### src/rtl/gray_counter_n.sv
// gray_counter_n: N-bit up/down Gray-code counter with sync load, optional
// saturation, registered binary mirror, terminal-count and wrap flags.
// q is its own register loaded with gray(next state), so it never glitches
// and always equals gray(bin).
module gray_counter_n #(
  parameter int WIDTH    = 3,
  parameter bit SATURATE = 1'b0
) (
  input  logic             clk,
  input  logic             reset,     // async, active low
  input  logic             en,
  input  logic             up,
  input  logic             load,
  input  logic [WIDTH-1:0] load_val,
  output logic [WIDTH-1:0] q,
  output logic [WIDTH-1:0] bin,
  output logic             tc,
  output logic             wrap
);

  localparam logic [WIDTH-1:0] MAXV = '1;
  localparam logic [WIDTH-1:0] ONE  = WIDTH'(1);

  logic [WIDTH-1:0] b, nb, ng;
  logic             at_end, nwrap;

  // The end of the range in the current direction; tc and the wrap/saturate
  // decision both key off this.
  assign at_end = up ? (b == MAXV) : (b == '0);
  assign tc     = en & ~load & at_end;

  // Next-state select: load beats enable beats hold.
  always_comb begin
    nb    = b;
    nwrap = 1'b0;
    if (load) begin
      nb = load_val;
    end else if (en) begin
      if (at_end) begin
        if (!SATURATE) begin
          nb    = up ? '0 : MAXV;
          nwrap = 1'b1;
        end
      end else begin
        nb = up ? b + ONE : b - ONE;
      end
    end
  end

  // Gray encode of the next state, bit by bit; MSB passes straight through.
  assign ng[WIDTH-1] = nb[WIDTH-1];
  for (genvar i = 0; i < WIDTH-1; i++) begin : g_gray
    assign ng[i] = nb[i] ^ nb[i+1];
  end

  // State, Gray output and wrap pulse all update together.
  always_ff @(posedge clk or negedge reset) begin
    if (!reset) begin
      b    <= '0;
      q    <= '0;
      wrap <= 1'b0;
    end else begin
      b    <= nb;
      q    <= ng;
      wrap <= nwrap;
    end
  end

  assign bin = b;

endmodule

### config.mk
export PLATFORM = sky130hd
export DESIGN_NAME = gray_counter_n
export DESIGN_NICKNAME = d
export VERILOG_FILES = /design/src/rtl/gray_counter_n.sv
export SDC_FILE = /design/constraint.sdc
export NUM_CORES = 1
export LEC_CHECK = 0
export CORE_AREA = 5 5 42 44
export DETAILED_ROUTE_END_ITERATION = 6
export DIE_AREA = 0 0 47 49
export GPL_TIMING_DRIVEN = 1
export PLACE_DENSITY = 0.56
export SLEW_MARGIN = 20
export SYNTH_ARGS = -nofsm -noshare
export SYNTH_HDL_FRONTEND = slang
export SYNTH_SLANG_ARGS = --single-unit
### constraint.sdc
create_clock -name clk -period 2.1 [get_ports clk]
set_input_delay 0.42 -clock clk [delete_from_list [all_inputs] [get_ports clk]]
set_output_delay 0.42 -clock clk [all_outputs]
set_load 0.01 [all_outputs]
# --- Word-level counts from Yosys, hierarchy flattened ---
# Cells that the tools add are included.
totals:
  regBits: 7
  latch_bits: 0
  ramBits: 0
  mem_bits_ro: 0
  inputBits: 8
  out_inout_bits: 8
  wordCells: 21
  memories: 0
classes:
  addsub: 2
  n_mul: 0
  n_div: 0
  n_lt_le_gt_ge: 0
  n_eq_ne: 1
  shifts: 0
  mux: 9
  n_bitwise: 5
  n_reduce_logical: 1
ops:
  columns: ["op", "n"]
  rows:
  - ["$mux 3", 5]
  - ["$mux 1", 4]
  - ["$add 3x1->3 const B", 1]
  - ["$eq 3x3->1 const B", 1]
  - ["$logic_not 3->1", 1]
  - ["$sub 3x1->3 const B", 1]
  - ["$and 1x1->1", 2]
  - ["$xor 1x1->1", 2]
  - ["$not 1->1", 1]

# --- Depth between registers and ports, before layout ---
logic_depth:
  word_depth: 6
  mapped_depth: 6
  depth_no_buf: 6

# --- Worst setup path after synthesis ---
# OpenSTA, ideal clock, no wires.
synth_timing:
  path_kind: "register to register"
  start: "register b[0], in the netlist bin[0]"
  end: "register q[1]"
  setup_time_ns: 0.126
  t_arrival_ns: 1.785
  t_required_ns: 1.974
  setup_slack_ns: 0.189
  stages_incl_launch_ff: 7
  n_path_buf: 0
  synth_period_minus_slack_ns: 1.911
  path_cell_list: "dfrtp_1 inv_1 fa_1 or4b_1 o2111ai_2 o21ai_2 xor2_1"
synth_between:
  elab_chain_len: 6
  elab_cells_between_ends: 10
  cone_classes: "add/sub (2); eq/ne (1); mux (5); bitwise (1); reduce/logical (1)"
synth_rtl:
  columns: ["item", "line_no", "rtl"]
  rows:
  - ["from (decl)", "24", "logic [WIDTH-1:0] b, nb, ng;"]
  - ["from (signal assigned)", "63", "b <= nb;"]
  - ["$sub 3x1->3 (tied with other cells)", "45", "nb = up ? b + ONE : b - ONE;"]
  - ["$mux 3 or $mux 1 (tied branches)", "45, 29", null]
  - ["$mux 3 *", "39", "if (at_end) begin"]
  - ["$mux 3 *", "38", "end else if (en) begin"]
  - ["$mux 3 *", "36", "if (load) begin"]
  - ["named net nb[2]", "24", null]
  - ["$xor 1x1->1 *", "53", "assign ng[i] = nb[i] ^ nb[i+1];"]
  - ["named net ng[1]", "24", null]
  - ["to (signal assigned)", "64", "q <= ng;"]
  - ["to (decl)", "15", "output logic [WIDTH-1:0] q,"]
# Mark *: on every way through the listed nets, which the timed path passes. The rest lies on a longest branch.

# --- Final worst setup path ---
layout_timing:
  start: "register b[1], in the netlist bin[1]"
  end: "output tc"
layout_between:
  elab_chain_len: 3
  elab_cells_between_ends: 4
  cone_classes: "eq/ne (1); mux (1); bitwise (1); reduce/logical (1)"
layout_rtl:
  columns: ["item", "line_no", "rtl"]
  rows:
  - ["$eq 3x3->1 or $logic_not 3->1 (tied branches)", "29", "assign at_end = up ? (b == MAXV) : (b == '0);"]
  - ["$mux 1 *", "29", null]
  - ["$and 1x1->1 *", "30", "assign tc = en & ~load & at_end;"]
  - ["to (decl)", "17", "output logic tc,"]
# Every way passes the cells marked *; elsewhere a longest branch is shown, timed or not.

==> impl_metrics.yaml <==
outcome:
  status: "finished, final reports clean"
setup_path:
  rrSetupSlack_ns: 0.20
  crit_arrival_ns: 1.51
  rr_endpoint: "q[0]$_DFF_PN0_"
  critPathCaptureType: "output pin"
  crit_required_ns: 1.68
  regToRegStartpoint: "bin[0]$_DFF_PN0_"
  crit_path_start_kind: "flip-flop"
  cp_max_fo: 2
  crit_type: "flip-flop to output pin"
  reg2reg_depth: 7
timing:
  slew_violations: 0
  rsz0062_at_grt: "false"
  finalSetupViolations: 0
  worstMarginPinSlew_ns: 0.263
  post-route-period-util_pct: 91.7
  fin_crit_ns: 1.93
  finalHoldViolations: 0
  fin_worst_skew_ns: 0.00306
  clock.fmax_mhz: 519
  slew_headroom_pct: 82.3
cts:
  ctsHoldBuffers: 0
  cts_made_buffers: 3
  cts_tree: "done"
  cts.sinks: 6
  clock_latency_ns: 0.24
  ctsLongestPathBuffers: 2
  root_buffer: "clkbuf_4"
  htreeDepth: 1
  clk_pin_slew_ns: 0.04
logic_synthesis:
  yosys-top-cells-area: "dfrtp_1 40%, fa_1 5.4%, xnor2_1 4.7%, xor2_1 4.7%, o2111ai_2 4.0%"
  synth_area_sq_um: 373
  yosysTopAreaCellShare_pct: 40.3
  ys_ff_latch: 6
  syn_area_per_cell_sq_um: 10.4
  yosysTopAreaCell: "dfrtp_1"
  synth-seq-area-share_pct: 40.3
  synth_fp_nets: 45
  yosys_warnings: 0
  yosys.cell_types.count: 23
  synthCells: 36
floorplanning:
  die_x_microns: 47
  start_util_pct: 26.6
  chipHeight_microns: 49
  ios: 16
  core_area_sq_um: 1400
  row_count: 14
  dieArea_sq_um: 2300
global_routing:
  grt_usage_pct: 10.7
  grt_max_degree: 10
  grt_pass1_wl_mm: 1.70
  grt_pass1_vias: 399
  antenna_found_initial: 0
  grt-ovfl-total: 0
final_layout:
  layout-drive-gt1-share_pct: 32.8
  fin_nets: 75
  multi_input_area_sq_um: 211
  register_area_sq_um: 150
  finalNonFillerCells: 80
  fill_cells: 152
  area_growth_pct: 74.2
  insertedDiodeCount: 0
placed_design:
  gp_congestion: 0.789
  portBuffers: 15
  hpwl_microns: 767
  dp.cells: 74
route:
  route.detailed.drc: 0
  routed_via_density: 4.60
  drtIter0Drc: 4
  finalWirelength_microns: 980
  drtPass1Iterations: 3
  via_count: 368
  antenna_left: 0
  routedWlPerCell_microns: 12.3
pwr:
  power.leakage_nw: 0.302
  powerDensity_nw_per_um2: 692
  ir_drop_uv: 185
  p_total_uw: 449
min_path:
  worst_hold_path_type: "primary input to async pin"
flow_run:
  drv_cap: 0
## worst max-delay path by stage
stage / start / cells past startpoint / slack [ns] / to
6_report: bin[1]$_DFF_PN0_ / 4 / 0.17 / tc
5_1_grt: bin[0]$_DFF_PN0_ / 7 / 0.09 / q[0]$_DFF_PN0_
4_1_cts: up / 7 / 0.003 / q[0]$_DFF_PN0_
3_5_place_dp: up / 7 / -0.36 / q[1]$_DFF_PN0_
3_3_place_gp: up / 7 / -0.33 / q[1]$_DFF_PN0_
2_1_floorplan: bin[0]$_DFF_PN0_ / 6 / 0.19 / q[1]$_DFF_PN0_
## state kept, by name (all words and copies together) (netlist names)
name	flops
bin	3
q	2
wrap	1
## Yosys cell counts (all sizes together)
master and instances:
dfrtp 6, and3 3, inv 3, a21oi 2, nand2 2, nor2 2, o21ai 2, xnor2 2
xor2 2, a22o 1, a22oi 1, buf 1, fa 1, nand4 1, nor3b 1, o2111ai 1
o221ai 1, o31a 1, or3b 1, or4 1, or4b 1
## metal layers
layer | track usage (%) | wire (microns)
met5 | 0 | 0
met1 | 13.4 | 433
met2 | 14.5 | 505
met4 | 9.68 | 0
met3 | 2.21 | 40
## layout make-up
| type | instances | area share (%) |
|---|---|---|
| inverter | 3 | 1.73 |
| timing repair buffer | 26 | 36.0 |
| sequential | 6 | 23.1 |
| multi-input combinational | 26 | 32.6 |
| clock buffer | 3 | 3.47 |
| tap | 16 | 3.08 |
## where the power goes
group	total (mW)	switching (mW)	internal, mW	leakage (nW)
Combinational	0.201	0.0854	0.116	0.215
Clock	0.104	0.0396	0.0645	0.0138
Sequential	0.144	0.00821	0.136	0.0729
## cell families after synthesis
group,Yosys count,share of synthesized area (%)
xor gates and xnor gates,4,9.40
and+or+nand+nor,12,20.1
AOI/OAI and AO/OA,9,19.8
buffers and inverters,4,5.03
DFF,6,40.3
adders and majority gates,1,5.37
## metrics by stage
stage	setup TNS [ns]	setup WS (ns)	util [%]	cell area (sq um)	hold slack [ns]
finish	0	0.173	46.3	649	0.412
global route	0	0.0939	46.3	649	0.429
CTS	0	0.00299	46.2	647	0.409
detailed placement	-1.28	-0.357	42.5	596	0.680
global placement	-1.18	-0.331	42.5	596	0.672
floorplan	0	0.189	-	373	0.124
## placed cells by master (no fill, tap or decap), drive strengths merged
cell,n
buf,12
a21oi,2
nand2,2
xor2,2
o21ai,2
inv,3
dlymetal6s2s,1
a22oi,1
or4b,1
or4,1
and3,3
xnor2,2
or3b,1
nor3b,1
nand4,1
a22o,1
o2111ai,1
clkbuf,3
nor2,2
o221ai,1
clkdlybuf4s50,13
dfrtp,6
o31a,1
fa,1
## what timing repair did
item                       in CTS  in global routing
buffers inserted                3                  0
gates resized for setup         7                  1
hold endpoints to repair        0                  0
setup endpoints to repair       3                  3
pin swaps                       2                  1
## worst max-delay path, stage by stage, from the launching register on
cell     delay [ns]
dfrtp_1        0.38
or4_1          0.52
nand2_1        0.08
and3_1         0.15
buf_2          0.12
(Power assumes the default switching activity.)
